==> config.mk <==
export PLATFORM = sky130hd
export DESIGN_NAME = mem_stage
export DESIGN_NICKNAME = d
export VERILOG_FILES = /design/src/rtl/mem_stage.sv
export SDC_FILE = /design/constraint.sdc
export NUM_CORES = 1
export LEC_CHECK = 0
export BUFFER_PORTS_ARGS = -buffer_cell sky130_fd_sc_hd__buf_2
export CAP_MARGIN = 20
export CORE_MARGIN = 8
export CORE_UTILIZATION = 30
export DETAILED_ROUTE_END_ITERATION = 7
export GPL_ROUTABILITY_DRIVEN = 0
export PLACE_DENSITY = 0.55
export SETUP_SLACK_MARGIN = 0.02
export SYNTH_ARGS = -nofsm -noshare
export SYNTH_HDL_FRONTEND = slang
export SYNTH_SLANG_ARGS = --single-unit
==> constraint.sdc <==
create_clock -name clk -period 2.1 [get_ports clk]
set_input_delay 0.315 -clock clk [delete_from_list [all_inputs] [get_ports clk]]
set_output_delay 0.315 -clock clk [all_outputs]
set_load 0.005 [all_outputs]
==> src/rtl/mem_stage.sv <==
// MEM stage of the RV32 pipeline: data-memory req/ack transaction,
// byte-lane steering, load alignment/extension and upstream stall.
module mem_stage #(
  parameter int TIMEOUT_CYC = 255
) (
  input  logic        clk,
  input  logic        rst,
  input  logic        EX_MEM_vld,
  input  logic [3:0]  EX_MEM_mem_cmd,
  input  logic [31:0] EX_MEM_alu_result,
  input  logic [31:0] EX_MEM_rs2_val,
  input  logic [4:0]  EX_MEM_rd,
  output logic        MEM_stall,
  output logic        proc2mem_req,
  output logic        proc2mem_we,
  output logic [31:0] proc2mem_addr,
  output logic [3:0]  proc2mem_be,
  output logic [31:0] proc2mem_wdata,
  input  logic        mem2proc_ack,
  input  logic [31:0] mem2proc_rdata,
  output logic        MEM_WB_vld,
  output logic [4:0]  MEM_WB_rd,
  output logic [31:0] MEM_WB_result,
  output logic        MEM_exc,
  output logic [1:0]  MEM_exc_cause,
  output logic [31:0] MEM_exc_addr
);

  typedef enum logic {IDLE, WAIT} state_t;

  localparam logic [3:0] MEM_NONE = 4'hF;
  localparam int CW = (TIMEOUT_CYC < 2) ? 1 : $clog2(TIMEOUT_CYC);
  localparam logic [CW-1:0] TO_LAST =
    CW'((TIMEOUT_CYC == 0) ? 0 : TIMEOUT_CYC - 1);

  state_t        state;
  logic [2:0]    f3_q;
  logic [1:0]    off_q;
  logic [CW-1:0] cnt;

  logic [2:0]  f3;
  logic [1:0]  a_lo;
  logic        is_none;
  logic        is_ld;
  logic        is_st;
  logic        legal;
  logic        misal;
  logic        go;
  logic        bad;
  logic        to_hit;
  logic [3:0]  be_n;
  logic [31:0] wdata_n;
  logic [31:0] sh;
  logic [31:0] ld_data;

  assign f3      = EX_MEM_mem_cmd[2:0];
  assign a_lo    = EX_MEM_alu_result[1:0];
  assign is_none = EX_MEM_mem_cmd == MEM_NONE;

  always_comb begin
    is_ld = 1'b0;
    is_st = 1'b0;
    unique case (EX_MEM_mem_cmd)
      4'b0000, 4'b0001, 4'b0010,
      4'b0100, 4'b0101: is_ld = 1'b1;
      4'b1000, 4'b1001, 4'b1010: is_st = 1'b1;
      default: ;
    endcase
  end

  assign legal = is_ld | is_st;
  assign misal = (f3[1:0] == 2'b01 && a_lo[0])
              || (f3[1:0] == 2'b10 && a_lo != 2'b00);
  assign go    = EX_MEM_vld & legal & ~misal;
  assign bad   = EX_MEM_vld & ~is_none & (~legal | misal);

  always_comb begin
    be_n    = 4'hF;
    wdata_n = EX_MEM_rs2_val;
    unique case (f3[1:0])
      2'b00: begin
        be_n    = 4'b0001 << a_lo;
        wdata_n = {4{EX_MEM_rs2_val[7:0]}};
      end
      2'b01: begin
        be_n    = 4'b0011 << {a_lo[1], 1'b0};
        wdata_n = {2{EX_MEM_rs2_val[15:0]}};
      end
      default: ;
    endcase
  end

  assign sh = mem2proc_rdata >> {off_q, 3'b000};

  always_comb begin
    ld_data = sh;
    unique case (f3_q)
      3'b000:  ld_data = {{24{sh[7]}}, sh[7:0]};
      3'b001:  ld_data = {{16{sh[15]}}, sh[15:0]};
      3'b100:  ld_data = {24'h0, sh[7:0]};
      3'b101:  ld_data = {16'h0, sh[15:0]};
      default: ;
    endcase
  end

  assign to_hit = (TIMEOUT_CYC != 0) && (cnt == TO_LAST);

  always_comb begin
    MEM_stall = 1'b0;
    unique case (state)
      IDLE:    MEM_stall = go;
      WAIT:    MEM_stall = ~mem2proc_ack & ~to_hit;
      default: ;
    endcase
  end

  always_ff @(posedge clk or negedge rst) begin
    if (!rst) begin
      state          <= IDLE;
      f3_q           <= '0;
      off_q          <= '0;
      cnt            <= '0;
      proc2mem_req   <= 1'b0;
      proc2mem_we    <= 1'b0;
      proc2mem_addr  <= '0;
      proc2mem_be    <= '0;
      proc2mem_wdata <= '0;
      MEM_WB_vld     <= 1'b0;
      MEM_WB_rd      <= '0;
      MEM_WB_result  <= '0;
      MEM_exc        <= 1'b0;
      MEM_exc_cause  <= '0;
      MEM_exc_addr   <= '0;
    end else begin
      MEM_WB_vld <= 1'b0;
      MEM_exc    <= 1'b0;
      unique case (state)
        IDLE: begin
          unique case (1'b1)
            go: begin
              state          <= WAIT;
              f3_q           <= f3;
              off_q          <= a_lo;
              cnt            <= '0;
              proc2mem_req   <= 1'b1;
              proc2mem_we    <= EX_MEM_mem_cmd[3];
              proc2mem_addr  <= {EX_MEM_alu_result[31:2], 2'b00};
              proc2mem_be    <= be_n;
              proc2mem_wdata <= wdata_n;
              MEM_WB_rd      <= EX_MEM_rd;
            end
            bad: begin
              MEM_exc       <= 1'b1;
              MEM_exc_cause <= legal ? 2'b01 : 2'b10;
              MEM_exc_addr  <= EX_MEM_alu_result;
            end
            EX_MEM_vld & is_none: begin
              MEM_WB_vld    <= 1'b1;
              MEM_WB_rd     <= EX_MEM_rd;
              MEM_WB_result <= EX_MEM_alu_result;
            end
            default: ;
          endcase
        end
        WAIT: begin
          // ack takes priority over a simultaneous timeout
          if (mem2proc_ack) begin
            state         <= IDLE;
            proc2mem_req  <= 1'b0;
            MEM_WB_vld    <= 1'b1;
            MEM_WB_result <= proc2mem_we ? 32'h0 : ld_data;
          end else if (to_hit) begin
            state         <= IDLE;
            proc2mem_req  <= 1'b0;
            MEM_exc       <= 1'b1;
            MEM_exc_cause <= 2'b11;
            MEM_exc_addr  <= {proc2mem_addr[31:2], off_q};
          end else begin
            cnt <= cnt + 1'b1;
          end
        end
        default: state <= IDLE;
      endcase
    end
  end

endmodule

# [After elaboration in Yosys (flattened, before gate mapping)]
# Cells that the tools add are included.
[word_totals] wordCells=109 input_bits=109 regBits=155
[op_classes] n_shift=3 mux=38 bitwise=14 n_addsub=1 n_eq_ne=22 reduce_logical=16
[ops] op="$mux W32" n=6
[ops] op="$pmux W32 S2" n=3
[ops] op="$pmux W32 S4" n=1
[ops] op="$shr A32 B5 Y32" n=1
[ops] op="$mux W8" n=3
[ops] op="$eq A4 B4 Y1 const B" n=4
[ops] op="$pmux W8 S2" n=1
[ops] op="$mux W1" n=13
[ops] op="$ne A2 B2 Y1 const B" n=6
[ops] op="$pmux W1 S2" n=5
[ops] op="$add A8 B1 Y8 const B" n=1
[ops] op="$eq A4 B3 Y1 const B" n=2
[ops] op="$eq A8 B8 Y1 const B" n=1
[ops] op="$mux W2" n=4
[ops] op="$pmux W4 S2" n=1
[ops] op="$reduce_and A2 Y1" n=4
[ops] op="$and A1 B1 Y1" n=6
[ops] op="$eq A3 B3 Y1 const B" n=2
[ops] op="$not A1 Y1" n=6
[ops] op="$reduce_and A3 Y1" n=2
[ops] op="$reduce_or A5 Y1" n=1
[ops] op="$eq A4 B1 Y1 const B" n=1
[ops] op="$eq A4 B2 Y1 const B" n=1
[ops] op="$logic_not A4 Y1" n=1
[ops] op="16 further kinds" n=18

# [Depth between registers and ports, before layout]
# Gate-level depths: netlist of the first run.
[logic_depth] ltp_word=9 ltp_mapped=8 mapped_depth_nobuf=6

# [Worst setup path before layout of the first run]
# Ideal clock, no wire load.
[synth_timing] path_type="input to output" startpoint="input EX_MEM_mem_cmd[0]" endpoint="output MEM_stall" path_stages=7 path_buffers=4 arrival_ns=1.638 setup_slack_ns=0.147 path_cell_list="buf_6 or4_1 buf_6 a21o_1 buf_6 buf_4 nand2_1"
[synth_via] elab_chain_len=7 word_cells_on_any_way=22 cone_classes="9 x eq/ne; 3 x mux; 4 x bitwise; 6 x reduce/logical"
[synth_rtl] element="from (decl)" line_no="9" text="input logic [3:0] EX_MEM_mem_cmd,"
[synth_rtl] element="$eq A4 B1 Y1, or another cell as far along" line_no="63" text="unique case (EX_MEM_mem_cmd)"
[synth_rtl] element="$reduce_or A5 Y1 / $reduce_or A3 Y1 (equally long branches)" line_no="63"
[synth_rtl] element="$mux W1" line_no="63"
[synth_rtl] element="$or A1 B1 Y1" line_no="71" text="assign legal = is_ld | is_st;"
[synth_rtl] element="$and A1 B1 Y1" line_no="74" text="assign go = EX_MEM_vld & legal & ~misal;"
[synth_rtl] element="$and A1 B1 Y1 (*)" line_no="74"
[synth_rtl] element="$pmux W1 S2 (*)" line_no="110" text="unique case (state)"
[synth_rtl] element="to (decl)" line_no="13" text="output logic MEM_stall,"
# Mark *: on every way between the ends. The rest lies on a longest branch, timed or not.

# [Worst setup path after layout of the first run]
[layout_timing] startpoint="input EX_MEM_alu_result[1]" endpoint="output MEM_stall"
[layout_via] elab_chain_len=6
[layout_rtl] element="from (decl)" line_no="10" text="input logic [31:0] EX_MEM_alu_result,"
[layout_rtl] element="$reduce_bool A2 Y1" line_no="73" text="|| (f3[1:0] == 2'b10 && a_lo != 2'b00);"
[layout_rtl] element="$logic_and A1 B1 Y1" line_no="73"
[layout_rtl] element="$logic_or A1 B1 Y1" line_no="73"
[layout_rtl] element="$not A1 Y1" line_no="74"
[layout_rtl] element="$and A1 B1 Y1" line_no="74"
[layout_rtl] element="$pmux W1 S2" line_no="110"
# No other way between the ends.

==> results.json, run 1 <==
{
  "numCtsBuffers": 17,
  "crit_fanout": 4,
  "worstPathCellList": "buf_2 > or4_1 > a21o_4 > nand2_1 > buf_2",
  "worstSetupPathType": "input port to output pin",
  "critPathMaxStageDelay_ns": 0.71,
  "async_flop_share_pct": 100,
  "ant_nets": 0,
  "grt_pass1_vias": 7044,
  "gr-total-overflow": 0,
  "dp_worst_setup_slack_ns": 0.129,
  "crit_path_end_kind": "output pin",
  "coreArea_mm2": 0.0253,
  "num_vias": 6890,
  "crit-reg2reg-capture": "MEM_WB_result[27]",
  "drive_above_1_share_pct": 35.4,
  "ir_drop_v": 0.000473,
  "netlist_instances": 775,
  "ios": 253,
  "start_util_pct": 30.5,
  "p_comb_share_pct": 28.3,
  "cts.sinks": 155,
  "synth_enable_flop_cells": 0,
  "rsz0062_at_grt": "no",
  "status": "finished, final reports clean",
  "fp.dieH_um": 176,
  "p_leak_nw": 5.03,
  "wl_per_cell_um": 20.1,
  "hold_depth": 3,
  "synth_cell_type_count": 52,
  "grt_max_degree": 66,
  "seqPwrFrac_pct": 41.0,
  "whs_endpoint": "proc2mem_addr[3]",
  "tightest_slew_ns": 0.695,
  "htreeDepth": 4,
  "cp_top_family": "simple AND/OR/NAND/NOR gates",
  "power.total_mw": 10.5,
  "cap_violations": 0,
  "synth_flop_cell": "dfrtp_1",
  "cts_buffer_depth": 2,
  "wirelength_um": 27500,
  "synth.largest_area_cell": "dfrtp_1",
  "r2r_cells": 5,
  "p_clk_share_pct": 30.6,
  "finalMaxSlewViolations": 0,
  "powerDensity_mw_per_mm2": 1040,
  "track_usage_pct": 17.5,
  "detail_route.iter0.violations": 548,
  "dr.pass1.iters": 5,
  "relSlewSlack_pct": 53.6,
  "die_w_um": 176,
  "timing.final.hold_violations": 0,
  "fin_ws_ns": 0.140,
  "die_area_mm2": 0.0311,
  "period_needed_ns": 1.96,
  "ys_seq_elements": 155,
  "yosysSeqAreaShare_pct": 50.3,
  "grt_pass1_wl_um": 42600,
  "reg2reg_setup_slack_ns": 0.19,
  "insertion_delay_ns": 0.43,
  "switchingPower_mw": 3.54,
  "crit_slowest_cell": "or4_1",
  "syn_avg_cell_area_um2": 9.95,
  "drcViolationCount": 0,
  "post-route-util_pct": 40.0,
  "crit_arrival_ns": 1.65,
  "cts_root_buf": "clkbuf_16",
  "yosysWarningCount": 0,
  "critPathBufInv": 2,
  "yosys-top-cells-count": "nand2_1 (187), dfrtp_1 (155), mux2i_1 (59)",
  "rows": 58,
  "clk_pin_slew_ns": 0.08,
  "tns_ns": 0,
  "r2r-start": "off_q[0]",
  "yosysMostFrequentCell": "nand2_1",
  "required_ns": 1.78,
  "antenna_found_initial": 0,
  "switching_share_pct": 33.6,
  "synth_top_area_share_pct": 50.3,
  "hold_path.class": "input port to register",
  "setup_viol": 0,
  "fin_crit_sh_pct": 93.3,
  "start_kind": "input port",
  "synthTopCellsByArea": "dfrtp_1 (50%), nand2_1 (9.1%), mux2i_1 (7.7%)",
  "fmax_mhz": 510,
  "cts_tree": "built",
  "antenna_cells": 0,
  "numPortBuffers": 250,
  "crit_top_cell": "buf_2",
  "fin_worst_skew_ns": 0.0131,
  "dpl.hpwl_um": 20100,
  "syn2layout_area_growth_pct": 31.0,
  "p_int_mw": 7.00,
  "routed_via_density": 5.03,
  "holdCritStartpoint": "EX_MEM_alu_result[3]",
  "layout.nets": 1137,
  "syn_area_mm2": 0.00771
}
==> worst register-to-register path, delay by kind of cell (launching register included) <==
| kind | cells | cell delay [ns] |
|---|---|---|
| compound gates | 1 | 0.14 |
| mux | 2 | 0.83 |
| flops | 1 | 0.51 |
| simple gates | 1 | 0.07 |
| buf+inv | 1 | 0.22 |
==> final cells by class <==
type,instances,area (um2)
repair buffers,286,1640
multi-input cells,558,3540
well taps,330,413
flip-flops and latches,155,3880
clock buffers,17,425
fillers,2587,15100
inverters,8,30.0
clock inverters,15,178
==> power by group through the flow <==
| stage | Combinational [mW] | Clock, mW | Sequential (mW) |
|---|---|---|---|
| floorplan | 1.42 | 0 | 4.33 |
| finish | 2.99 | 3.23 | 4.33 |
| global route | 3.34 | 3.45 | 4.44 |
| CTS | 3.03 | 3.33 | 4.32 |
| global placement | 2.96 | 0 | 4.36 |
| detailed placement | 3.02 | 0 | 4.36 |
==> kinds of logic (layout without fill, tap and decap cells) <==
| logic type | Yosys count | count (layout) | share of synthesized area, % |
|---|---|---|---|
| adders and majority gates | 2 | 2 | 0.324 |
| muxes | 90 | 90 | 13.5 |
| buffers and inverters | 63 | 326 | 4.57 |
| other | 1 | 2 | 0.0486 |
| DFF | 155 | 155 | 50.3 |
| and+or+nand+nor | 295 | 295 | 17.3 |
| xor gates and xnor gates | 4 | 4 | 0.454 |
| AOI/OAI and AO/OA | 165 | 165 | 13.6 |
==> stage by stage <==
stage / hold WS, ns / area [um2] / instances
2_1_floorplan: 0.0194 / 7720 / 776
3_3_place_gp: 0.240 / 9450 / 1335
3_5_place_dp: 0.241 / 9450 / 1335
4_1_cts: 0.0691 / 10100 / 1368
5_1_grt: 0.0863 / 10100 / 1369
6_report: 0.0959 / 10100 / 1369
==> cells in the final DEF, fill, tap and decap left out, types with 3 or more instances in the layout <==
master / synthesis / routed
o221ai_1: 7 / 7
dfrtp_1: 155 / 154
buf_4: 4 / 26
xor2_1: 4 / 4
a221oi_1: 6 / 6
a21oi_1: 31 / 31
buf_2: 18 / 249
o21ai_2: 7 / 7
nand3_1: 36 / 35
o211ai_1: 11 / 11
nor3_1: 3 / 3
mux2i_1: 59 / 59
a21boi_0: 7 / 7
o2111ai_1: 8 / 8
o21ai_1: 22 / 22
clkbuf_16: 0 / 17
a31oi_1: 3 / 3
nor2_1: 21 / 21
nand4_1: 3 / 3
inv_8: 0 / 4
nand2b_1: 10 / 9
nand2_1: 187 / 187
inv_6: 0 / 4
nor2b_1: 11 / 11
nand3b_1: 9 / 9
mux2_2: 22 / 22
o21ai_0: 46 / 45
inv_1: 8 / 8
mux4_2: 9 / 9
a22oi_1: 9 / 8
buf_12: 0 / 9
==> registers in the layout, summed over array words and instances, names as in the netlist <==
name / flops
off_q: 2
proc2mem_be: 4
proc2mem_we: 1
state: 1
MEM_exc_addr: 32
MEM_exc: 1
f3_q: 3
proc2mem_wdata: 32
MEM_exc_cause: 2
cnt: 8
proc2mem_req: 1
proc2mem_addr: 30
MEM_WB_rd: 5
MEM_WB_vld: 1
MEM_WB_result: 32
==> what timing repair did <==
| item | in CTS | in global routing |
|---|---|---|
| endpoints found under the hold margin | 31 | 0 |
| setup endpoints to repair | 1 | 1 |
| resized for setup | 3 | 5 |
| hold buffers | 1 | 0 |
| pin swaps | 2 | 1 |
| setup buffers | 0 | 1 |
==> metal layers <==
layer / routed length (um) / vias up / GRT usage, %
met5: 0 / - / 0
met3: 2350 / 12 / 5.77
met4: 250 / 0 / 3.89
met1: 12400 / 3378 / 23.3
met2: 12500 / 280 / 27.1
li1: - / 3220 / -
==> how the worst max path moves through the flow <==
stage,from,to,slack [ns],cells after the start
global placement,EX_MEM_alu_result[1],MEM_stall,0.15,5
global route,cnt[0],MEM_stall,0.03,6
floorplan,EX_MEM_mem_cmd[0],MEM_stall,0.15,7
finish,EX_MEM_alu_result[1],MEM_stall,0.14,5
CTS,cnt[0],MEM_stall,0.02,6
detailed placement,EX_MEM_alu_result[1],MEM_stall,0.13,5
Power figures use the tool's default switching activity.
==> run 2: changes to the inputs <==
--- a/config.mk
+++ b/config.mk
@@ -7,11 +7,12 @@
 export LEC_CHECK = 0
 export BUFFER_PORTS_ARGS = -buffer_cell sky130_fd_sc_hd__buf_2
 export CAP_MARGIN = 20
+export CORE_ASPECT_RATIO = 1.75
 export CORE_MARGIN = 8
-export CORE_UTILIZATION = 30
+export CORE_UTILIZATION = 51
 export DETAILED_ROUTE_END_ITERATION = 7
 export GPL_ROUTABILITY_DRIVEN = 0
-export PLACE_DENSITY = 0.55
+export PLACE_DENSITY = 0.83
 export SETUP_SLACK_MARGIN = 0.02
 export SYNTH_ARGS = -nofsm -noshare
 export SYNTH_HDL_FRONTEND = slang
==> constraint.sdc (replaced) <==
create_clock -name clk -period 2.15 [get_ports clk]
set_input_delay 0.3225 -clock clk [delete_from_list [all_inputs] [get_ports clk]]
set_output_delay 0.3225 -clock clk [all_outputs]
set_load 0.005 [all_outputs]
==> run 2 against run 1 <==
Net effect:
- critical path depth grew 2
- via count grew 0.89%
- sequential power shrank 3%
- total power shrank 3.6%
- register-to-register slack is essentially flat
- critical path type is now register to output pin
- utilization grew 26 points
- non-clock buffer count shrank 8
- final area shrank 3.2%
- combinational power shrank 4%
==> results.json, run 2 (synthesis gave the netlist of run 1 again) <==
{
  "grt_max_degree": 79,
  "clk_pin_slew_ns": 0.07,
  "routed_via_density": 5.72,
  "grt_pass1_wl_um": 38300,
  "status": "finished, final reports clean",
  "relSlewSlack_pct": 56.0,
  "track_usage_pct": 25.3,
  "gr-total-overflow": 0,
  "ios": 253,
  "layout_commonest_cell": "buf_2",
  "rsz0062_at_grt": "no",
  "setup_viol": 0,
  "cap_violations": 0,
  "timing.final.hold_violations": 0,
  "drcViolationCount": 0,
  "ant_nets": 0,
  "wirelength_um": 24400,
  "top_regs": "MEM_WB_result x32, MEM_exc_addr x32, proc2mem_wdata x32",
  "fp.dieH_um": 179,
  "period_needed_ns": 2.03,
  "power.total_mw": 10.2,
  "finalMaxSlewViolations": 0,
  "start_kind": "register",
  "worstSetupPathType": "register to output pin",
  "die_area_mm2": 0.0195,
  "required_ns": 1.83,
  "rows": 59,
  "numCtsBuffers": 17,
  "tightest_slew_ns": 0.659,
  "hold_path.class": "input port to register",
  "tns_ns": 0,
  "drive_above_1_share_pct": 34.7,
  "crit_fanout": 6,
  "cts_root_buf": "clkbuf_16",
  "crit_path_end_kind": "output pin",
  "num_vias": 6951,
  "layout.nets": 1129,
  "detail_route.iter0.violations": 336,
  "syn2layout_area_growth_pct": 26.8,
  "cts_buffer_depth": 2,
  "die_w_um": 109,
  "fin_worst_skew_ns": 0.00993,
  "start_util_pct": 52.0,
  "ir_drop_v": 0.000553,
  "powerDensity_mw_per_mm2": 1040,
  "p_leak_nw": 4.97,
  "wl_per_cell_um": 20.1,
  "cts.sinks": 155,
  "antenna_found_initial": 1,
  "fmax_mhz": 494,
  "place_area_mm2": 0.00914,
  "dpl.hpwl_um": 17900,
  "grt_pass1_vias": 7202,
  "htreeDepth": 4,
  "dr.pass1.iters": 7,
  "post-route-util_pct": 65.9,
  "insertion_delay_ns": 0.42,
  "crit_arrival_ns": 1.70,
  "fin_crit_sh_pct": 94.2,
  "coreArea_mm2": 0.0148,
  "cts_tree": "built",
  "fin_area_mm2": 0.00978,
  "final_cell_mix": "buf_2 (249), nand2_1 (187), dfrtp_1 (154)",
  "numPortBuffers": 250
}
run 2: cell types whose count changed in the layout (fill, tap and decap cells not counted), moves of 2 or more:
cell	previous run	this run
buf_12	9	4
inv_8	4	0
clkinv_4	2	5
buf_4	26	23
clkbuf_8	0	2
run 2: final timing paths:
check | startpoint | depth (start not counted) | end | slack [ns]
worst min-delay path | EX_MEM_alu_result[6] | 3 | proc2mem_addr[6] | 0.10
worst max register to register | off_q[0] | 6 | MEM_WB_result[26] | 0.20
min in group asynchronous | rst | 2 | MEM_WB_rd[0] | 0.41
worst max-delay path | cnt[0] | 7 | MEM_stall | 0.12
max in group asynchronous | rst | 3 | proc2mem_wdata[15] | 1.02
worst min register to register | proc2mem_wdata[1] | 2 | proc2mem_wdata[1] | 0.47
run 2: metal layers:
layer / vias to the layer above / share of wire (%) / GRT usage, %
li1: 3204 / - / -
met1: 3350 / 36 / 28.6
met2: 324 / 50 / 41.4
met3: 73 / 8.5 / 6.59
met4: 0 / 5.6 / 16.1
met5: - / 0 / 0
run 2: report_power, final:
group          internal [mW]  leakage, nW  total [mW]  switching [mW]
registers               3.68         1.90        4.19           0.511
logic                   1.35         2.77        2.87            1.52
clock network           1.80        0.296        3.10            1.30
run 2: worst max-delay path, stage by stage, from the launching register on:
cell and delay [ns]:
dfrtp_1 0.40, inv_1 0.07, ha_2 0.21, nand3_4 0.11, o21ai_1 0.14, buf_4 0.15
nand2_1 0.08, buf_2 0.13
run 2: area by class of cell:
cell class / instances / area, um2
Fill cell: 1209 / 5050
Sequential cell: 155 / 3880
Multi-Input combinational cell: 558 / 3510
Timing Repair Buffer: 278 / 1520
Clock buffer: 19 / 453
Tap cell: 183 / 229
Clock inverter: 13 / 155
Inverter: 8 / 30.0
Antenna cell: 1 / 2.50
run 2: stage by stage:
stage	setup slack [ns]	instances	hold slack, ns
after global placement	0.0998	1180	0.302
final	0.124	1215	0.104
after floorplan	0.182	776	0.0269
after CTS	0.0530	1213	0.0857
after detailed placement	0.0273	1180	0.299
after global routing	0.0227	1215	0.0903
run 2: timing repair:
action / 4_1_cts / 5_1_grt
endpoints found under the hold margin: 46 / 0
hold buffers: 1 / 0
pin swaps: 0 / 0
cloned: 0 / 0
buffers inserted: 0 / 1
setup endpoints to repair: 1 / 1
resized for setup: 2 / 2
